$ cat src/rtl/seq_shifter.sv
// Iterative shifter, one bit per clock; result after shamt+1 cycles, held until out_ready.
// One op in flight, in_ready only in IDLE. Define SEQ_SHIFTER_ROTATE_EN to add the rot input.
module seq_shifter #(
  parameter int WIDTH = 8,
  parameter int SHW   = 3
) (
  input  logic             clk,
  input  logic             rst_n,
  input  logic             in_valid,
  output logic             in_ready,
  input  logic [WIDTH-1:0] din,
  input  logic [SHW-1:0]   shamt,
  input  logic             LR,
  input  logic             AL,
  output logic             out_valid,
  input  logic             out_ready,
  output logic [WIDTH-1:0] dout
`ifdef SEQ_SHIFTER_ROTATE_EN
  ,
  input  logic             rot
`endif
);

  typedef enum logic [1:0] {
    ST_IDLE  = 2'd0,
    ST_SHIFT = 2'd1,
    ST_DONE  = 2'd2
  } state_t;

  localparam logic [SHW-1:0] C_ONE = SHW'(1);

  state_t           r_state;
  state_t           w_state_nxt;
  logic [WIDTH-1:0] r_work;
  logic [WIDTH-1:0] r_dout;
  logic [SHW-1:0]   r_count;
  logic             r_lr;
  logic             r_al;
  logic             w_rot;
  logic             w_accept;
  logic             w_step_en;
  logic             w_finish;
  logic             w_fill_r;
  logic             w_fill_l;
  logic [WIDTH-1:0] w_step;

`ifdef SEQ_SHIFTER_ROTATE_EN
  logic r_rot;

  always_ff @(posedge clk) begin
    if (!rst_n) begin
      r_rot <= 1'b0;
    end else if (w_accept) begin
      r_rot <= rot;
    end
  end

  assign w_rot = r_rot;
`else
  assign w_rot = 1'b0;
`endif

  always_ff @(posedge clk) begin
    if (!rst_n) begin
      r_state <= ST_IDLE;
    end else begin
      r_state <= w_state_nxt;
    end
  end

  always_comb begin
    w_state_nxt = r_state;
    in_ready    = 1'b0;
    out_valid   = 1'b0;
    w_accept    = 1'b0;
    w_step_en   = 1'b0;
    w_finish    = 1'b0;
    case (r_state)
      ST_IDLE: begin
        // Gated by rst_n so in_ready reads 0 during the reset cycle itself.
        in_ready = rst_n;
        if (in_valid) begin
          w_accept    = 1'b1;
          w_state_nxt = ST_SHIFT;
        end
      end
      ST_SHIFT: begin
        if (r_count != '0) begin
          w_step_en = 1'b1;
        end else begin
          w_finish    = 1'b1;
          w_state_nxt = ST_DONE;
        end
      end
      ST_DONE: begin
        out_valid = 1'b1;
        if (out_ready) begin
          w_state_nxt = ST_IDLE;
        end
      end
      default: begin
        w_state_nxt = ST_IDLE;
      end
    endcase
  end

  // Fill bit entering the vacated end: rotate wins over arithmetic/logical.
  always_comb begin
    w_fill_l = w_rot ? r_work[WIDTH-1] : 1'b0;
    w_fill_r = w_rot ? r_work[0] : (r_al & r_work[WIDTH-1]);
    if (r_lr) begin
      w_step = {r_work[WIDTH-2:0], w_fill_l};
    end else begin
      w_step = {w_fill_r, r_work[WIDTH-1:1]};
    end
  end

  always_ff @(posedge clk) begin
    if (!rst_n) begin
      r_work  <= '0;
      r_count <= '0;
      r_lr    <= 1'b0;
      r_al    <= 1'b0;
      r_dout  <= '0;
    end else begin
      if (w_accept) begin
        r_work  <= din;
        r_count <= shamt;
        r_lr    <= LR;
        r_al    <= AL;
      end else if (w_step_en) begin
        r_work  <= w_step;
        r_count <= r_count - C_ONE;
      end
      if (w_finish) begin
        r_dout <= r_work;
      end
    end
  end

  assign dout = r_dout;

endmodule
$ cat config.mk
export PLATFORM = sky130hd
export DESIGN_NAME = seq_shifter
export DESIGN_NICKNAME = d
export VERILOG_FILES = /design/src/rtl/seq_shifter.sv
export SDC_FILE = /design/constraint.sdc
export NUM_CORES = 1
export LEC_CHECK = 0
export ABC_AREA = 1
export CORE_ASPECT_RATIO = 1.75
export CORE_MARGIN = 4
export CORE_UTILIZATION = 48
export CTS_CLUSTER_DIAMETER = 200
export DETAILED_ROUTE_END_ITERATION = 12
export HOLD_SLACK_MARGIN = 0.03
export PLACE_DENSITY = 0.77
export SYNTH_ARGS = -nofsm -noshare
export SYNTH_HDL_FRONTEND = slang
export SYNTH_SLANG_ARGS = --single-unit
export TNS_END_PERCENT = 30
$ cat constraint.sdc
create_clock -name clk -period 1.73 [get_ports clk]
set_input_delay 0.173 -clock clk [delete_from_list [all_inputs] [get_ports clk]]
set_output_delay 0.173 -clock clk [all_outputs]
set_load 0.01 [all_outputs]
# Word level (Yosys, flattened, before mapping)
# Cells that the tools add are included.
# totals
regBits,23
inputBits,17
output_inout_bits,10
elab_cells,34
# classes
addsub,1
eq_ne,5
n_mux,17
n_bitwise,1
n_reduce_logical,4
# op_table
op,count
$mux W8,3
$mux W1,8
$mux W2,3
$mux W3,2
$ne A2 B2 Y1 const B,3
$pmux W2 S3,1
$reduce_and A3 Y1,1
$reduce_bool A3 Y1,1
$sub A3 B1 Y3 const B,1
$eq A2 B1 Y1 const B,1
$eq A2 B2 Y1 const B,1
$logic_not A2 Y1,1
$reduce_bool A2 Y1,1
$and A1 B1 Y1,1

# Depth between registers and ports, before layout
# Gate-level depths: netlist of the first run.
# depth
ltp_word,5
depth_mapped,9
mapped_depth_nobuf,9

# Worst setup path before layout of the first run
# OpenSTA, ideal clock, no wires.
# synth_timing
path_type,reg2reg
start,reg r_count[0]
end,reg r_count[2]
setup_ns,0.116
arrival_time_ns,1.132
required_ns,1.614
slack_ns,0.482
stages_incl_launch_ff,9
n_path_buf,0
period_less_slack_ns,1.248
path_cell_list,dfxtp_1 > inv_1 > ha_1 > nand2_1 > nand2_1 > nand2_2 > inv_1 > nor2_1 > nor2_1
# synth_between
elab_chain_len,4
elab_cells_between_ends,7
cone_classes,1 x add/sub; 4 x mux; 2 x reduce/logical
# synth_rtl
item,line_no,text
start: declaration,36,logic [SHW-1:0] r_count;
start signal: assignment,128,r_count <= shamt;
start signal: assignment,133,r_count <= r_count - C_ONE;
branches (longest 4 deep; another with $sub A3 B1 Y3),--,
# Several ways; the timed one is not identified. The select of a mux whose other input is x is not followed.
# A chain may end at the register's enable or synchronous reset.

# Worst setup path in the final report of the first run
# layout_timing
start,reg r_state[1]
end,out out_valid
# layout_between
elab_chain_len,2
# layout_rtl
item,line_no,text
start: declaration,32,state_t r_state;
start signal: assignment,67,r_state <= w_state_nxt;
$eq A2 B2 Y1,78,case (r_state)
$mux W1,78,
end: declaration,15,"output logic out_valid,"
# No other way between the ends.

==> metrics.csv, run 1 <==
metric,value,unit
detailed placement HPWL,1950,um
Synth top cells by count,"nand2_1, nor2_1, o21ai_0",
Die Ht,72.5,um
CP startpoint kind,register,
sequential share of power,46.0,%
clock transition at the registers of the reported paths,80,ps
CP Cell Sequence,inv_1 > nor2_1 > clkdlybuf4s50_1,
clock sink count,23,
hold_buf cts,0,
setup TNS,0,ps
"EDFF count, synth",0,
Fmax,621,MHz
Comb pwr share,31.6,%
Antenna diodes,0,
IO Pins,27,
Int Pwr,0.000969,W
Total GRT Usage,17.2,%
status,finished clean,
Antenna Violating Nets Remaining,0,
"Seq/Total Area, Yosys",40.4,%
final instance area,1460,um^2
final wirelength,2560,um
vias,1128,
max-cap check violation count,0,
Fin. Hold Viols,0,
top cell type by total area after synthesis,dfxtp_1,
WP data required,1560,ps
Synth cell types,16,
Post-CTS Setup Bufs,0,
worst path buffer plus inverter count,2,
layout cell share with drive strength beyond 1,5.97,%
Cells after DPL,222,
1st-pass router iterations,4,
Net Sw Frac,32.6,%
power share of the clock group,22.4,%
CP Class,reg -> out,
Core Region,2270,um^2
# port buffers,26,
Final WS setup,119,ps
Post-Syn Area,1140,um^2
syn_area_per_cell,6.55,um^2
"FF+latch count, synth",23,
sw power,0.000470,W
Die Footprint,3250,um^2
Min-Delay Path Class,reg -> reg,
largest net degree at the start of global routing,19,
Synthesized Nets,193,
initial antenna violation count,0,
RSZ-0062 raised after global routing,false,
post-layout net count,221,
vias per std cell,4.99,
Synth top area share,40.4,%
kind of end point of the critical path,output pin,
DR DRC count,0,
endpoints failing setup,0,
WL per Instance,11.3,um
Crit path max-delay family,buffers and inverters,
maximum vdd ir drop,0.578,mV
Placement Rows,23,
# fillers,222,
CTS tree,done,
"count leader, synth",nand2_1,
post-CTS resize count,0,
Synth Flop Type,dfxtp_1,
"worst slack, placed",151,ps
1st-iter DRT viols,41,
relative slew slack,73.9,%
total CTS buffers,3,
internal reg-to-reg setup slack,200,ps
fin. max-slew vios,0,
Pleak,0.659,nW
Final Skew,3.78,ps
"Cell Count, Final, Fillers Out",226,
yosys warns,0,
WHS,493,ps
total grt overflow,0,
Cell Pwr Density,989,nW/um^2
crit path DAT,1440,ps
first-pass GRT wire length,4330,um
die width,44.8,um
slowest cell on the critical path,clkdlybuf4s50_1,
gate count of the mapped netlist,174,
Slew @ Worst Pin,391,ps
Area after DPL,1410,um^2
clock tree buffer depth,2,
area delta synth->final,27.7,%
Starting Density,50.1,%
"top cells by area, synth","dfxtp_1, nand2_1, o21ai_0, nor2_1, inv_1",
Max H-tree Level,1,
clock latency on the worst-skew pair,260,ps
Final Cycle Share,93.1,%
number of global-route vias before repair,1097,
RD Place Congestion,0.792,
largest fanout on the critical path,3,
slowest cell delay on critical path,560,ps
CTS root buf,clkbuf_8,
Tmin final,1610,ps
ys async rst share,0,%
==> cell usage in the layout, fill, tap and decap left out <==
cell	netlist	routed
inv_1	21	21
nor2_2	3	3
nand2_2	2	2
dfxtp_1	23	23
nor2_1	26	26
nor2_4	1	1
a21oi_1	11	11
o21ai_0	24	24
clkbuf_1	0	1
clkdlybuf4s50_1	0	26
buf_4	2	3
ha_1	2	2
nand2_1	47	47
clkbuf_8	0	3
nand3_1	8	8
==> power by group through the flow <==
stage               combinational [W]  sequential [W]  clock, W
global placement             0.000447        0.000671         0
CTS                          0.000461        0.000661  0.000332
floorplan                    0.000298        0.000669         0
global route                 0.000519        0.000674  0.000346
detailed placement           0.000460        0.000673         0
finish                       0.000455        0.000661  0.000322
==> registers in the layout, summed over array words and instances (netlist names) <==
signal and flops:
r_count 3, r_al 1, dout 8, r_lr 1, r_work 8, r_state 2
==> worst paths after layout <==
path | startpoint | endpoint | depth (start not counted)
setup / recovery | r_state[1]$_SDFFE_PN0P_ | out_valid | 3
hold / removal | r_work[2]$_SDFFE_PN0P_ | dout[2]$_SDFFE_PN0P_ | 2
setup reg to reg | r_count[0]$_SDFFE_PN0P_ | r_work[3]$_SDFFE_PN0P_ | 8
hold reg to reg | r_work[2]$_SDFFE_PN0P_ | dout[2]$_SDFFE_PN0P_ | 2
==> routing by layer <==
| metal | GRT usage [%] | vias to the layer above | routed length (um) |
|---|---|---|---|
| li1 | - | 594 | - |
| met1 | 18.2 | 498 | 1040 |
| met2 | 32.5 | 30 | 1370 |
| met3 | 2.23 | 6 | 112 |
| met4 | 6.51 | 0 | 42 |
| met5 | 0 | - | 0 |
==> cell type report <==
| cell class | instances | area (um^2) | share of cell area (%) |
|---|---|---|---|
| clock buffers | 4 | 45.0 | 3.10 |
| inverters | 21 | 78.8 | 5.42 |
| multi-input cells | 124 | 557 | 38.3 |
| flip-flops and latches | 23 | 460 | 31.6 |
| well taps | 25 | 31.3 | 2.15 |
| repair buffers | 29 | 283 | 19.4 |
==> stage by stage <==
stage	total power, W	utilization, %
finish	0.00144	64.0
detailed placement	0.00113	62.0
global route	0.00154	64.0
floorplan	0.000967	-
CTS	0.00145	64.0
global placement	0.00112	62.0
==> worst min-delay path: cells and delay by family, from the launching register on <==
| kind | cells | cell delay [ps] |
|---|---|---|
| buffers and inverters | 1 | 70 |
| AOI/OAI and AO/OA | 1 | 60 |
| DFF | 1 | 320 |
==> kinds of logic after synthesis <==
family / count (synthesis) / synth area share (%)
simple gates: 87 / 31.3
compound gates: 35 / 15.4
buf+inv: 27 / 10.8
flops: 23 / 40.4
fa+ha+maj: 2 / 2.20
(Power assumes the default switching activity.)
==> run 2: changes to the inputs <==
- SKIP_CTS_REPAIR_TIMING: not set -> 1
==> results of run 2 <==
No change in the layout: final DEF, timing and power equal those of run 1.
==> run 3: changes to the inputs <==
- HOLD_SLACK_MARGIN: 0.03 -> 0.1
- SKIP_CTS_REPAIR_TIMING: 1 -> not set
==> results of run 3 <==
No change in the layout: final DEF, timing and power equal those of run 1.
